### config.mk
export PLATFORM = sky130hd
export DESIGN_NAME = wb_stage
export DESIGN_NICKNAME = d
export VERILOG_FILES = /design/src/rtl/wb_stage.sv
export SDC_FILE = /design/constraint.sdc
export NUM_CORES = 1
export LEC_CHECK = 0
export CAP_MARGIN = 25
export CORE_AREA = 2 2 119 98
export DETAILED_ROUTE_END_ITERATION = 6
export DIE_AREA = 0 0 121 100
export PLACE_DENSITY = 0.78
export SLEW_MARGIN = 20
export SYNTH_ARGS = -nofsm -noshare
export SYNTH_HDL_FRONTEND = slang
export SYNTH_SLANG_ARGS = --single-unit
### constraint.sdc
create_clock -name clk -period 3.2 [get_ports clk]
set_input_delay 0.8 -clock clk [delete_from_list [all_inputs] [get_ports clk]]
set_output_delay 0.8 -clock clk [all_outputs]
set_load 0.01 [all_outputs]
### src/rtl/wb_stage.sv
// Writeback stage: merges load and ALU results onto one register-file write port.
// ALU results that cannot write right away wait in a small FIFO.
module wb_stage #(
    parameter int DATA_W = 32,
    parameter int ADDR_W = 5,
    parameter int DEPTH  = 2
) (
    input  logic              clk,
    input  logic              reset,
    input  logic              ld_valid,
    input  logic [ADDR_W-1:0] ld_addr,
    input  logic [DATA_W-1:0] ld_data,
    input  logic              alu_valid,
    input  logic [ADDR_W-1:0] alu_addr,
    input  logic [DATA_W-1:0] alu_data,
    output logic              alu_ready,
    output logic              we_,
    output logic [ADDR_W-1:0] wr_addr,
    output logic [DATA_W-1:0] wr_data,
    input  logic [ADDR_W-1:0] chk_addr_0,
    input  logic [ADDR_W-1:0] chk_addr_1,
    output logic              pend_0,
    output logic              pend_1,
    output logic [1:0]        buf_cnt
);
    localparam int               PTR_W    = (DEPTH > 1) ? $clog2(DEPTH) : 1;
    localparam logic [PTR_W-1:0] PTR_LAST = PTR_W'(DEPTH - 1);
    localparam logic [1:0]       DEPTH_C  = 2'(DEPTH);

    logic [ADDR_W-1:0] r_buf_addr [DEPTH];
    logic [DATA_W-1:0] r_buf_data [DEPTH];
    logic [DEPTH-1:0]  r_buf_vld;
    logic [PTR_W-1:0]  r_head;
    logic [PTR_W-1:0]  r_tail;
    logic [1:0]        r_cnt;
    logic              r_we_n;
    logic [ADDR_W-1:0] r_wr_addr;
    logic [DATA_W-1:0] r_wr_data;

    logic              w_alu_ready;
    logic              w_alu_acc;
    logic              w_push;
    logic              w_pop;
    logic              w_wr_en;
    logic [ADDR_W-1:0] w_wr_addr;
    logic [DATA_W-1:0] w_wr_data;
    logic [DEPTH-1:0]  w_hit_0;
    logic [DEPTH-1:0]  w_hit_1;

    assign w_alu_ready = (r_cnt < DEPTH_C);
    assign w_alu_acc   = alu_valid && w_alu_ready;
    // The buffer drains only when no load claims the port; ALU bypasses only when nothing is older.
    assign w_pop       = !ld_valid && (r_cnt != 2'd0);
    assign w_push      = w_alu_acc && (ld_valid || (r_cnt != 2'd0));

    always_comb begin
        w_wr_en   = 1'b0;
        w_wr_addr = r_wr_addr;
        w_wr_data = r_wr_data;
        if (ld_valid) begin
            w_wr_en   = 1'b1;
            w_wr_addr = ld_addr;
            w_wr_data = ld_data;
        end else if (r_cnt != 2'd0) begin
            w_wr_en   = 1'b1;
            w_wr_addr = r_buf_addr[r_head];
            w_wr_data = r_buf_data[r_head];
        end else if (w_alu_acc) begin
            w_wr_en   = 1'b1;
            w_wr_addr = alu_addr;
            w_wr_data = alu_data;
        end
    end

    always_ff @(posedge clk) begin
        if (reset) begin
            r_we_n    <= 1'b1;
            r_wr_addr <= '0;
            r_wr_data <= '0;
        end else begin
            r_we_n    <= !w_wr_en;
            r_wr_addr <= w_wr_addr;
            r_wr_data <= w_wr_data;
        end
    end

    always_ff @(posedge clk) begin
        if (reset) begin
            r_head <= '0;
            r_tail <= '0;
            r_cnt  <= 2'd0;
        end else begin
            if (w_pop)
                r_head <= (r_head == PTR_LAST) ? '0 : r_head + PTR_W'(1);
            if (w_push)
                r_tail <= (r_tail == PTR_LAST) ? '0 : r_tail + PTR_W'(1);
            case ({w_push, w_pop})
                2'b10:   r_cnt <= r_cnt + 2'd1;
                2'b01:   r_cnt <= r_cnt - 2'd1;
                default: r_cnt <= r_cnt;
            endcase
        end
    end

    // Payload needs no reset: the valid bits alone decide what is live.
    always_ff @(posedge clk) begin
        if (w_push) begin
            r_buf_addr[r_tail] <= alu_addr;
            r_buf_data[r_tail] <= alu_data;
        end
    end

    genvar gi;
    generate
        for (gi = 0; gi < DEPTH; gi++) begin : g_entry
            always_ff @(posedge clk) begin
                if (reset)
                    r_buf_vld[gi] <= 1'b0;
                else if (w_push && (r_tail == PTR_W'(gi)))
                    r_buf_vld[gi] <= 1'b1;
                else if (w_pop && (r_head == PTR_W'(gi)))
                    r_buf_vld[gi] <= 1'b0;
            end
            assign w_hit_0[gi] = r_buf_vld[gi] && (r_buf_addr[gi] == chk_addr_0);
            assign w_hit_1[gi] = r_buf_vld[gi] && (r_buf_addr[gi] == chk_addr_1);
        end
    endgenerate

    assign pend_0    = |w_hit_0;
    assign pend_1    = |w_hit_1;
    assign alu_ready = w_alu_ready;
    assign buf_cnt   = r_cnt;
    assign we_       = r_we_n;
    assign wr_addr   = r_wr_addr;
    assign wr_data   = r_wr_data;
endmodule

==> results of run 1 <==
[how the worst max path moves through the flow]
stage / slack, ns / cells past startpoint / endpoint / startpoint
after floorplan: 0.69 / 4 / r_buf_addr[0][0] / ld_valid
after global placement: 0.09 / 5 / pend_1 / chk_addr_1[4]
after detailed placement: -0.02 / 5 / pend_0 / chk_addr_0[4]
after CTS: 0.07 / 5 / pend_1 / chk_addr_1[0]
after global routing: 0.007 / 5 / pend_1 / chk_addr_1[4]
final: 0.07 / 5 / pend_1 / chk_addr_1[2]
[cells in the final DEF, fill, tap and decap left out, drive strengths merged, types with 3 or more instances in the layout]
cell / instances
nand2b: 4
a211o: 37
clkdlybuf4s50: 126
nand4: 4
inv: 44
bufinv: 3
clkbuf: 18
nor2: 41
or3: 3
edfxtp: 74
ha: 3
clkinvlp: 6
clkinv: 3
dfxtp: 45
a311oi: 37
mux2: 37
buf: 10
a21oi: 4
nand2: 78
xnor2: 22
[worst max-delay path, delay by kind of cell]
| kind | cells | cell delay (ns) |
|---|---|---|
| AOI/OAI and AO/OA | 1 | 0.18 |
| and+or+nand+nor | 1 | 0.12 |
| xor gates and xnor gates | 1 | 0.14 |
| buffers and inverters | 2 | 1.09 |
[cells by family after synthesis]
logic type | count (synthesis)
and+or+nand+nor | 133
DFF | 119
AOI/OAI and AO/OA | 83
buffers and inverters | 75
muxes | 37
xor gates and xnor gates | 23
adders and majority gates | 3
[layer usage]
metal	GRT usage	up-vias	share of wire
li1	-	1940	-
met1	0.273	1937	0.41
met3	0.0602	26	0.081
met5	0	-	0
met4	0.104	0	0.022
met2	0.384	197	0.48
[per-stage QoR]
stage	hold WS [ns]	utilization
5_1_grt	0.515	0.660
3_3_place_gp	0.471	0.605
6_report	0.494	0.660
2_1_floorplan	0.463	-
4_1_cts	0.502	0.660
3_5_place_dp	0.494	0.605
[timing repair]
action	CTS	global route
resized for setup	1	0
setup buffers	0	0
endpoints found under the setup margin	1	0
[final cells by class]
cell class | instances | area (µm²) | share of cell area
inverters | 42 | 158 | 0.0216
clock buffers | 18 | 439 | 0.0601
clock inverters | 14 | 175 | 0.0240
repair buffers | 137 | 1340 | 0.183
well taps | 148 | 185 | 0.0253
multi-input cells | 279 | 1890 | 0.259
flip-flops and latches | 119 | 3120 | 0.427
[power by group]
part           switching [mW]  internal, mW
combinational           0.640         0.713
sequential              0.196          1.90
clock                   0.690          1.25
total                    1.53          3.86
[state kept, by name, summed over array words and instances (netlist names), named ones only]
name        flops
r_buf_addr     10
r_buf_vld       2
buf_cnt         2
wr_addr         5
r_buf_data     64
we_             1
r_tail          1
r_head          1
wr_data        32
==> results.cfg, run 1 <==
[cts]
root_buffer = clkbuf_16
hold_buffers = 0
htreeDepth = 4
cts_tree = yes
clockBufferDepth = 2
cts_inserted_buffers = 17
clk_pin_slew_ns = 0.06
clock_latency_ns = 0.41
cts_sinks = 119

[yosys]
yosysUniqueCellTypes = 24
synth_area_um2 = 5340
ys_warn_count = 0
synth_edf_count = 74
synthTopCellsByCount = 78 x nand2_1, 74 x edfxtp_1, 45 x dfxtp_1
synth-compound-area-share = 0.131
synthDominantCellAreaShare = 0.416
synth_top_family_by_area = compound AO/OA/AOI/OAI gates
synth-xor-area-share = 0.0377
ys_seq_area_frac = 0.585
synthArstFlopShare = 0
syn_avg_cell_area_um2 = 11.3
synth_seq_cells = 119
ys_top_cells_by_area = edfxtp_1 42%, dfxtp_1 17%, mux2_2 7.8%, a211o_1 6.1%, a311oi_1 6.1%
yosysMostFrequentCell = nand2_1
synth_mux_area_frac = 0.0780
synthSimpleGateAreaFrac = 0.100
synth_fp_nets = 564
synth_cells = 473
synth_fa_ha_area_frac = 0.00703
synth_flop_cell = edfxtp_1
synth_area_leader_cell = edfxtp_1

[placement]
place_area_um2 = 6700
io_buffers = 130
post-place-cells = 725
place_ws_ns = -0.0170
gp_congestion = 0.915
hpwlAfterDp_mm = 8.37

[setup_path]
required_ns = 2.40
r2r_setup_slack_ns = 1.22
crit-reg2reg-launch = buf_cnt[1]
crit_chain = clkdlybuf4s50_1 > xnor2_1 > nand4_1 > o22ai_1 > clkdlybuf4s50_1
regToRegEndpoint = wr_data[1]
crit_fanout = 2
start_kind = primary input
cpMostUsedCell = clkdlybuf4s50_1
critical_path_class = primary input to primary output
slowest_delay_ns = 0.56
cp-end-kind = primary output
worst_r2r_path_depth = 3
arrival_ns = 2.33
cp_slowest_cell = clkdlybuf4s50_1

[pwr]
pwr_density_cell_nw_per_um2 = 737
ir_worst_vdd_v = 0.000380
total_power_mw = 5.39
p_leak_nw = 2.76

[floorplan]
coreArea_um2 = 11100
ioPinCount = 131
die_x_um = 121
start_util = 0.482
num_rows = 35
die_y_um = 100
die_area_um2 = 12100

[finish]
post-route-cell-area_um2 = 7310
fillers = 815
area_delta_synth_final_pct = 36.9
drive_gt1_frac = 0.141
diodes = 0
fin_nets = 687
final_cells = 757

[global_routing]
globalRoute.totalOverflow = 0
track_usage = 0.227
antenna_found_initial = 0
first_global_vias = 4240
grt_pass1_wl_mm = 20.9
grt_max_degree = 61

[sta]
fin_crit_sh = 0.978
hold_violations = 0
fmax_ghz = 0.320
min_period_ns = 3.13
final-max-slew-violation-count = 0
finalWorstSetupSlack_ns = 0.0701
rsz0062_at_grt = no
skew_ns = 0.0134
finalSetupViolCount = 0
tightestPinTransition_ns = 0.967
max_slew_margin = 0.355
setup-tns-final_ns = 0

[min_path]
worstHoldPathCells = 2
holdCritStartpoint = wr_data[5]
whs_endpoint = wr_data[5]
hold_class = flop to flop

[detailed_routing]
wl_mm = 13.3
routedWlPerCell_um = 17.6
first_pass_iters = 5
ant_nets = 0
vias = 4100
drc_errors = 0
post_drt_via_cell_ratio = 5.42
drt_iter0_markers = 255

[status]
status = complete, no violations

[run]
maxCapViolCount = 0
Power figures use the tool's default switching activity.
==> run 2: changes to the inputs <==
Settings changed: ABC_AREA set to 0.
==> results of run 2 <==
The final DEF is identical to that of run 1; final timing and power are the same.
